File: config.mk
export PLATFORM = sky130hd
export DESIGN_NAME = spi_slave_regs_flat
export DESIGN_NICKNAME = d
export VERILOG_FILES = /design/src/rtl/spi_slave_regs_if.sv /design/src/rtl/spi_slave_regs.sv /design/src/flat_wrapper.sv
export SDC_FILE = /design/constraint.sdc
export NUM_CORES = 2
export LEC_CHECK = 0
export ABC_AREA = 1
export CAP_MARGIN = 20
export CORE_MARGIN = 2
export CORE_UTILIZATION = 50
export CTS_CLUSTER_SIZE = 40
export DETAILED_ROUTE_END_ITERATION = 16
export HOLD_SLACK_MARGIN = 0.08
export PLACE_DENSITY = 0.62
export SLEW_MARGIN = 10
export SYNTH_ARGS = -nofsm -noshare
export SYNTH_HDL_FRONTEND = slang
export SYNTH_SLANG_ARGS = --single-unit
File: constraint.sdc
create_clock -name clk -period 2.8 [get_ports clk]
set_input_delay 0.56 -clock clk [delete_from_list [all_inputs] [get_ports clk]]
set_output_delay 0.56 -clock clk [all_outputs]
set_load 0.01 [all_outputs]
File: src/rtl/spi_slave_regs_if.sv
// SPI pin bundle between the link master and spi_slave_regs.
// SPI_SLAVE_MISO_OE_EN adds miso_oe for a shared, tri-stated MISO line.
interface spi_slave_regs_if;
    logic sclk;
    logic csn;
    logic mosi;
    logic miso;
`ifdef SPI_SLAVE_MISO_OE_EN
    logic miso_oe;

    modport master (output sclk, csn, mosi, input miso, miso_oe);
    modport slave  (input sclk, csn, mosi, output miso, miso_oe);
`else
    modport master (output sclk, csn, mosi, input miso);
    modport slave  (input sclk, csn, mosi, output miso);
`endif
endinterface

File: src/rtl/spi_slave_regs.sv
// Oversampling SPI responder with a local 8-bit register file and a host read port.
// Optional macro SPI_SLAVE_MISO_OE_EN adds a registered miso_oe output.
module spi_slave_regs #(
    parameter int         REG_NUM = 128,
    parameter logic [7:0] RST_VAL = 8'h00
) (
    input  logic                   clk,
    input  logic                   rst_n,
    spi_slave_regs_if.slave        spi,
    output logic                   wr_valid,
    output logic [6:0]             wr_addr,
    output logic [7:0]             wr_data,
    output logic                   rd_valid,
    output logic [6:0]             rd_addr,
    output logic                   frame_err,
    input  logic [6:0]             host_raddr,
    output logic [7:0]             host_rdata
);
    localparam int AW = (REG_NUM > 1) ? $clog2(REG_NUM) : 1;

    typedef enum logic [1:0] {S_IDLE, S_ADDR, S_DATA, S_DONE} state_t;

    logic [2:0] r_sclk_sync;
    logic [2:0] r_csn_sync;
    logic [1:0] r_mosi_sync;
    logic [1:0] r_live;
    logic       r_armed;
    state_t     r_state;
    logic [4:0] r_cnt;
    logic [7:0] r_cmd;
    logic [7:0] r_data;
    logic       r_rw;
    logic [6:0] r_addr;
    logic [7:0] r_rd_byte;
    logic       r_miso;
    logic       r_wr_valid;
    logic [6:0] r_wr_addr;
    logic [7:0] r_wr_data;
    logic       r_rd_valid;
    logic [6:0] r_rd_addr;
    logic       r_frame_err;
    logic [7:0] r_host_rdata;
    logic [7:0] r_regs [REG_NUM];

    logic w_sclk_rise, w_sclk_fall, w_csn_hi, w_csn_fall, w_csn_rise, w_mosi;

    assign w_sclk_rise =  r_sclk_sync[1] & ~r_sclk_sync[2];
    assign w_sclk_fall = ~r_sclk_sync[1] &  r_sclk_sync[2];
    assign w_csn_hi    =  r_csn_sync[1];
    assign w_csn_fall  = ~r_csn_sync[1] &  r_csn_sync[2];
    assign w_csn_rise  =  r_csn_sync[1] & ~r_csn_sync[2];
    assign w_mosi      =  r_mosi_sync[1];

    function automatic logic addr_impl(input logic [6:0] a);
        return int'({25'd0, a}) < REG_NUM;
    endfunction

    always_ff @(posedge clk or negedge rst_n) begin
        if (!rst_n) begin
            r_sclk_sync  <= 3'b111;
            r_csn_sync   <= 3'b111;
            r_mosi_sync  <= 2'b00;
            r_live       <= 2'b00;
            r_armed      <= 1'b0;
            r_state      <= S_IDLE;
            r_cnt        <= 5'd0;
            r_cmd        <= 8'h00;
            r_data       <= 8'h00;
            r_rw         <= 1'b0;
            r_addr       <= 7'h00;
            r_rd_byte    <= 8'h00;
            r_miso       <= 1'b0;
            r_wr_valid   <= 1'b0;
            r_wr_addr    <= 7'h00;
            r_wr_data    <= 8'h00;
            r_rd_valid   <= 1'b0;
            r_rd_addr    <= 7'h00;
            r_frame_err  <= 1'b0;
            r_host_rdata <= 8'h00;
            for (int i = 0; i < REG_NUM; i++) r_regs[i] <= RST_VAL;
        end else begin
            r_sclk_sync <= {r_sclk_sync[1:0], spi.sclk};
            r_csn_sync  <= {r_csn_sync[1:0], spi.csn};
            r_mosi_sync <= {r_mosi_sync[0], spi.mosi};
            r_wr_valid  <= 1'b0;
            r_rd_valid  <= 1'b0;
            r_frame_err <= 1'b0;

            // r_live masks the reset-value sync stages so a frame in flight at
            // reset release cannot arm the decoder before csn is seen high.
            r_live <= {r_live[0], 1'b1};
            if (r_live[1] && w_csn_hi) r_armed <= 1'b1;

            r_host_rdata <= addr_impl(host_raddr) ? r_regs[host_raddr[AW-1:0]] : 8'h00;

            if (w_csn_hi)                        r_cnt <= 5'd0;
            else if (w_sclk_rise && r_cnt != 5'd17) r_cnt <= r_cnt + 5'd1;

            case (r_state)
                S_IDLE: if (w_csn_fall && r_armed) r_state <= S_ADDR;
                S_ADDR: begin
                    if (w_sclk_rise) r_cmd <= {r_cmd[6:0], w_mosi};
                    if (r_cnt == 5'd8) begin
                        r_rw    <= r_cmd[7];
                        r_addr  <= r_cmd[6:0];
                        r_state <= S_DATA;
                        if (!r_cmd[7]) begin
                            r_rd_byte  <= addr_impl(r_cmd[6:0]) ? r_regs[r_cmd[AW-1:0]] : 8'h00;
                            r_rd_valid <= 1'b1;
                            r_rd_addr  <= r_cmd[6:0];
                        end
                    end
                end
                S_DATA: begin
                    if (w_sclk_rise) r_data <= {r_data[6:0], w_mosi};
                    if (r_cnt == 5'd16) begin
                        r_state <= S_DONE;
                        if (r_rw) begin
                            if (addr_impl(r_addr)) r_regs[r_addr[AW-1:0]] <= r_data;
                            r_wr_valid <= 1'b1;
                            r_wr_addr  <= r_addr;
                            r_wr_data  <= r_data;
                        end
                    end
                end
                default: ;
            endcase

            if (w_csn_rise && r_state != S_IDLE) begin
                r_state     <= S_IDLE;
                r_frame_err <= (r_cnt != 5'd16);
            end

            // Fall that opens bit k sees k rises counted; data bits are k = 8..15.
            if (w_csn_hi)
                r_miso <= 1'b0;
            else if (w_sclk_fall)
                r_miso <= (!r_rw && r_state == S_DATA && r_cnt[4:3] == 2'b01)
                          ? r_rd_byte[~r_cnt[2:0]] : 1'b0;
        end
    end

`ifdef SPI_SLAVE_MISO_OE_EN
    logic r_miso_oe;

    always_ff @(posedge clk or negedge rst_n) begin
        if (!rst_n) r_miso_oe <= 1'b0;
        else        r_miso_oe <= !w_csn_hi && !r_rw && (r_state == S_DATA || r_state == S_DONE);
    end

    assign spi.miso_oe = r_miso_oe;
`endif

    assign spi.miso   = r_miso;
    assign wr_valid   = r_wr_valid;
    assign wr_addr    = r_wr_addr;
    assign wr_data    = r_wr_data;
    assign rd_valid   = r_rd_valid;
    assign rd_addr    = r_rd_addr;
    assign frame_err  = r_frame_err;
    assign host_rdata = r_host_rdata;
endmodule
File: src/flat_wrapper.sv
// flat-port wrapper written by rule: the top's interface ports become plain ports
module spi_slave_regs_flat 
#(
    parameter int         REG_NUM = 128,
    parameter logic [7:0] RST_VAL = 8'h00
)
  (clk, rst_n, wr_valid, wr_addr, wr_data, rd_valid, rd_addr, frame_err, host_raddr, host_rdata, spi_sclk, spi_csn, spi_mosi, spi_miso);
  spi_slave_regs_if spi_i ();
  input  logic clk;
  input  logic rst_n;
  output logic wr_valid;
  output logic [6:0] wr_addr;
  output logic [7:0] wr_data;
  output logic rd_valid;
  output logic [6:0] rd_addr;
  output logic frame_err;
  input  logic [6:0] host_raddr;
  output logic [7:0] host_rdata;
  input wire logic [$bits(spi_i.sclk)-1:0] spi_sclk;
  input wire logic [$bits(spi_i.csn)-1:0] spi_csn;
  input wire logic [$bits(spi_i.mosi)-1:0] spi_mosi;
  output wire logic [$bits(spi_i.miso)-1:0] spi_miso;
  assign spi_i.sclk = spi_sclk;
  assign spi_i.csn = spi_csn;
  assign spi_i.mosi = spi_mosi;
  assign spi_miso = spi_i.miso;
  spi_slave_regs #(.REG_NUM(REG_NUM), .RST_VAL(RST_VAL)) u_core (.clk(clk), .rst_n(rst_n), .spi(spi_i), .wr_valid(wr_valid), .wr_addr(wr_addr), .wr_data(wr_data), .rd_valid(rd_valid), .rd_addr(rd_addr), .frame_err(frame_err), .host_raddr(host_raddr), .host_rdata(host_rdata));
endmodule
==> results.json <==
{
  "min_path_type": "in2reg",
  "via_count": 61000,
  "io_buffer_count": 45,
  "ys_seq_area_share_pct": 46.5,
  "wl_per_cell_um": 23.5,
  "drtPass1Iterations": 6,
  "finClkSkew_ns": 0.0218,
  "cp_max_fo": 31,
  "yosysMostFrequentCell": "nand2_1",
  "grt_max_degree": 112,
  "hold_viol_final": 0,
  "post_cts_buffers": 0,
  "fin_area_mm2": 0.0679,
  "die_area_mm2": 0.122,
  "ys_async_sr_fraction_pct": 100,
  "yosysTopAreaCell": "dfrtp_1",
  "whs_ns": 0.185,
  "cp_slowest_cell": "dfrtp_4",
  "finalWirelength_mm": 234,
  "drv_slew": 0,
  "grt_usage_pct": 38.1,
  "path_delay_family": "simple AND/OR/NAND/NOR gates",
  "h-tree-depth": 4,
  "p_sw_mw": 19.1,
  "power.total_mw": 49.4,
  "tns_ns": 0,
  "overflow": 0,
  "synth_warnings": 0,
  "post-route-period-util_pct": 93.2,
  "yosys-top-cells-area": "dfrtp_1 (46%), nand2_1 (22%), nand3_1 (16%)",
  "syn-num-nets": 8524,
  "end_kind": "flip-flop",
  "drc": 0,
  "critPathArrivalTime_ns": 3.33,
  "synth-main-ff-cell": "dfrtp_1",
  "synth_edf_count": 0,
  "slew_headroom_pct": 41.2,
  "drt_iter0_markers": 8901,
  "antenna_found_initial": 3,
  "fillers": 11100,
  "start_util_pct": 50.4,
  "intPower_mw": 30.3,
  "worstMarginPinSlew_ns": 0.877,
  "syn_area_mm2": 0.0596,
  "max_stage_delay_ns": 0.57,
  "post-dp-hpwl_mm": 145,
  "avgViaCountPerCell": 6.11,
  "seq_area_mm2": 0.0277,
  "die_h_um": 349,
  "final_cells": 9981,
  "synth_cell_type_count": 31,
  "nets": 8355,
  "final_antenna_net_count": 0,
  "grt_pass1_wl_mm": 355,
  "cts_tree": "yes",
  "p_leak_nw": 29.0,
  "drive_above_1_share_pct": 7.41,
  "rows": 126,
  "multi_input_area_mm2": 0.0290,
  "syn_inst": 8506,
  "cellPowerDensity_mw_per_mm2": 727,
  "first_global_vias": 56100,
  "clock_sinks": 1108,
  "pin_count": 46,
  "crit_type": "reg2reg",
  "cts-buffers-inserted": 132,
  "die-width_um": 349,
  "switching_share_pct": 38.7,
  "cp.required_ns": 3.52,
  "fmax_ghz": 0.383,
  "clock_power_share_pct": 35.2,
  "cts.root.buffer_cell": "clkbuf_16",
  "place_congestion": 0.954,
  "maxCapViolations": 0,
  "rsz0062_at_grt": "yes",
  "worstPathCellList": "inv_8 > buf_12 > nand2_1 > nand3_1 > nand3_1 > nand2_1 > nand2_1 > nand3_1 > nand3_1 > nand2_1 > nand2_1 > nand3_1",
  "core_area_mm2": 0.118,
  "layout_min_cycle_time_ns": 2.61,
  "comb_power_share_pct": 31.6,
  "power_frac_seq_pct": 33.1,
  "cp-start-kind": "flip-flop",
  "synth_top_area_share_pct": 46.2,
  "crit_buf_inv": 2,
  "dpl-instance-area_mm2": 0.0636,
  "yosys_register_bits": 1108,
  "clk_latency_ns": 0.80,
  "ir_drop_mv": 0.780,
  "synth_common_cells": "nand2_1 (3536), nand3_1 (1856), dfrtp_1 (1102), o21ai_0 (1078), clkbuf_1 (616)",
  "clk_pin_slew_ns": 0.06,
  "place_inst": 9738,
  "setup_viol": 0,
  "status": "completed",
  "syn2layout_area_growth_pct": 13.9,
  "cts_buffer_depth": 3,
  "synth.avg_cell_area_um2": 7.01
}
[final cells by class]
class	count	area share [%]
antenna	2	0.00737
multi-input combinational	6625	42.7
clock buffer	201	5.66
tap	1536	2.83
inverter	48	0.354
sequential	1108	40.9
clock inverter	39	0.652
timing repair buffer	422	6.93
[per-stage QoR]
step | setup slack, ns | utilization, %
floorplan | 0.667 | -
global placement | 0.0464 | 53.8
detailed placement | 0.0477 | 53.8
CTS | 0.249 | 57.4
global route | -0.0140 | 57.4
finish | 0.189 | 57.4
[per-layer routing]
metal / up-vias / global-route usage [%] / wire (um)
met3: 584 / 9.20 / 27000
li1: 27800 / - / -
met4: 4 / 18.1 / 11100
met2: 3640 / 55.0 / 99200
met1: 28900 / 53.9 / 97100
met5: - / 0 / 23
[timing repair]
item,CTS,global route
hold buffers,1,0
resized for setup,0,1
hold endpoints to repair,75,0
endpoints found under the setup margin,0,7
[registers in the layout, indices dropped and copies added (netlist names), 5 cells and up]
| register | count |
|---|---|
| u_core.rd_addr | 7 |
| u_core.r_cmd | 8 |
| u_core.r_data | 8 |
| u_core.r_rd_byte | 8 |
| u_core.r_regs | 1024 |
| u_core.r_addr | 7 |
| u_core.r_cnt | 5 |
| u_core.wr_addr | 7 |
| u_core.wr_data | 8 |
| u_core.host_rdata | 8 |
[worst register-to-register path, cell delays in order (launching register included)]
cell,delay (ns)
dfrtp_4,0.57
inv_8,0.22
buf_12,0.24
nand2_1,0.10
nand3_1,0.07
nand3_1,0.11
nand2_1,0.12
nand2_1,0.13
nand3_1,0.26
nand3_1,0.26
nand2_1,0.30
nand2_1,0.09
nand3_1,0.11
[kinds of logic after synthesis]
logic type                 Yosys count  share of synthesized area (%)
adders and majority gates            6                          0.126
muxes                                1                         0.0189
DFF                               1108                           46.5
other                                1                        0.00629
and+or+nand+nor                   5525                           39.2
buffers and inverters              773                           4.96
AOI/OAI and AO/OA                 1092                           9.17
[power groups by stage]
stage / sequential [mW] / combinational, mW / clock [mW]
6_report: 16.4 / 15.6 / 17.4
4_1_cts: 16.4 / 15.1 / 17.6
3_5_place_dp: 16.6 / 15.1 / 0
3_3_place_gp: 16.6 / 15.0 / 0
2_1_floorplan: 16.5 / 8.17 / 0
5_1_grt: 16.4 / 16.3 / 18.2
[placed cells by master (no fill, tap or decap), types with 5 or more instances in the layout]
master           instances
inv_6                   12
and2_1                   8
clkinvlp_4               5
ha_1                     6
buf_12                 113
a21oi_1                  6
nand4_1                 86
clkinv_2                15
nor2_1                  18
nand3_1               1856
clkbuf_16              135
clkinv_1                 5
dfstp_2                  6
clkdlybuf4s50_1         39
inv_4                    8
dfrtp_1               1098
buf_4                  264
nand2_1               3535
clkbuf_1                44
bufinv_16                7
clkbuf_8                22
nor3_2                   7
inv_1                   26
o21ai_0               1078
nor2_2                   6
[path summary, 6_finish.rpt]
check                      cells past startpoint  slack [ns]                   startpoint                              end
max                                           12        0.19  u_core.r_cmd[0]$_DFFE_PN0P_  u_core.r_rd_byte[5]$_DFFE_PN0P_
min                                            1        0.19                      spi_csn   u_core.r_csn_sync[0]$_DFF_PN1_
max reg2reg                                   12        0.19  u_core.r_cmd[0]$_DFFE_PN0P_  u_core.r_rd_byte[5]$_DFFE_PN0P_
min reg2reg                                    0        0.35   u_core.r_live[0]$_DFF_PN0_       u_core.r_live[1]$_DFF_PN0_
max in group asynchronous                      4        1.42                        rst_n   u_core.r_regs[541]$_DFFE_PN0P_
min in group asynchronous                      2        0.29                        rst_n   u_core.r_regs[403]$_DFFE_PN0P_
No activity file was read; power rests on OpenSTA's default activity.
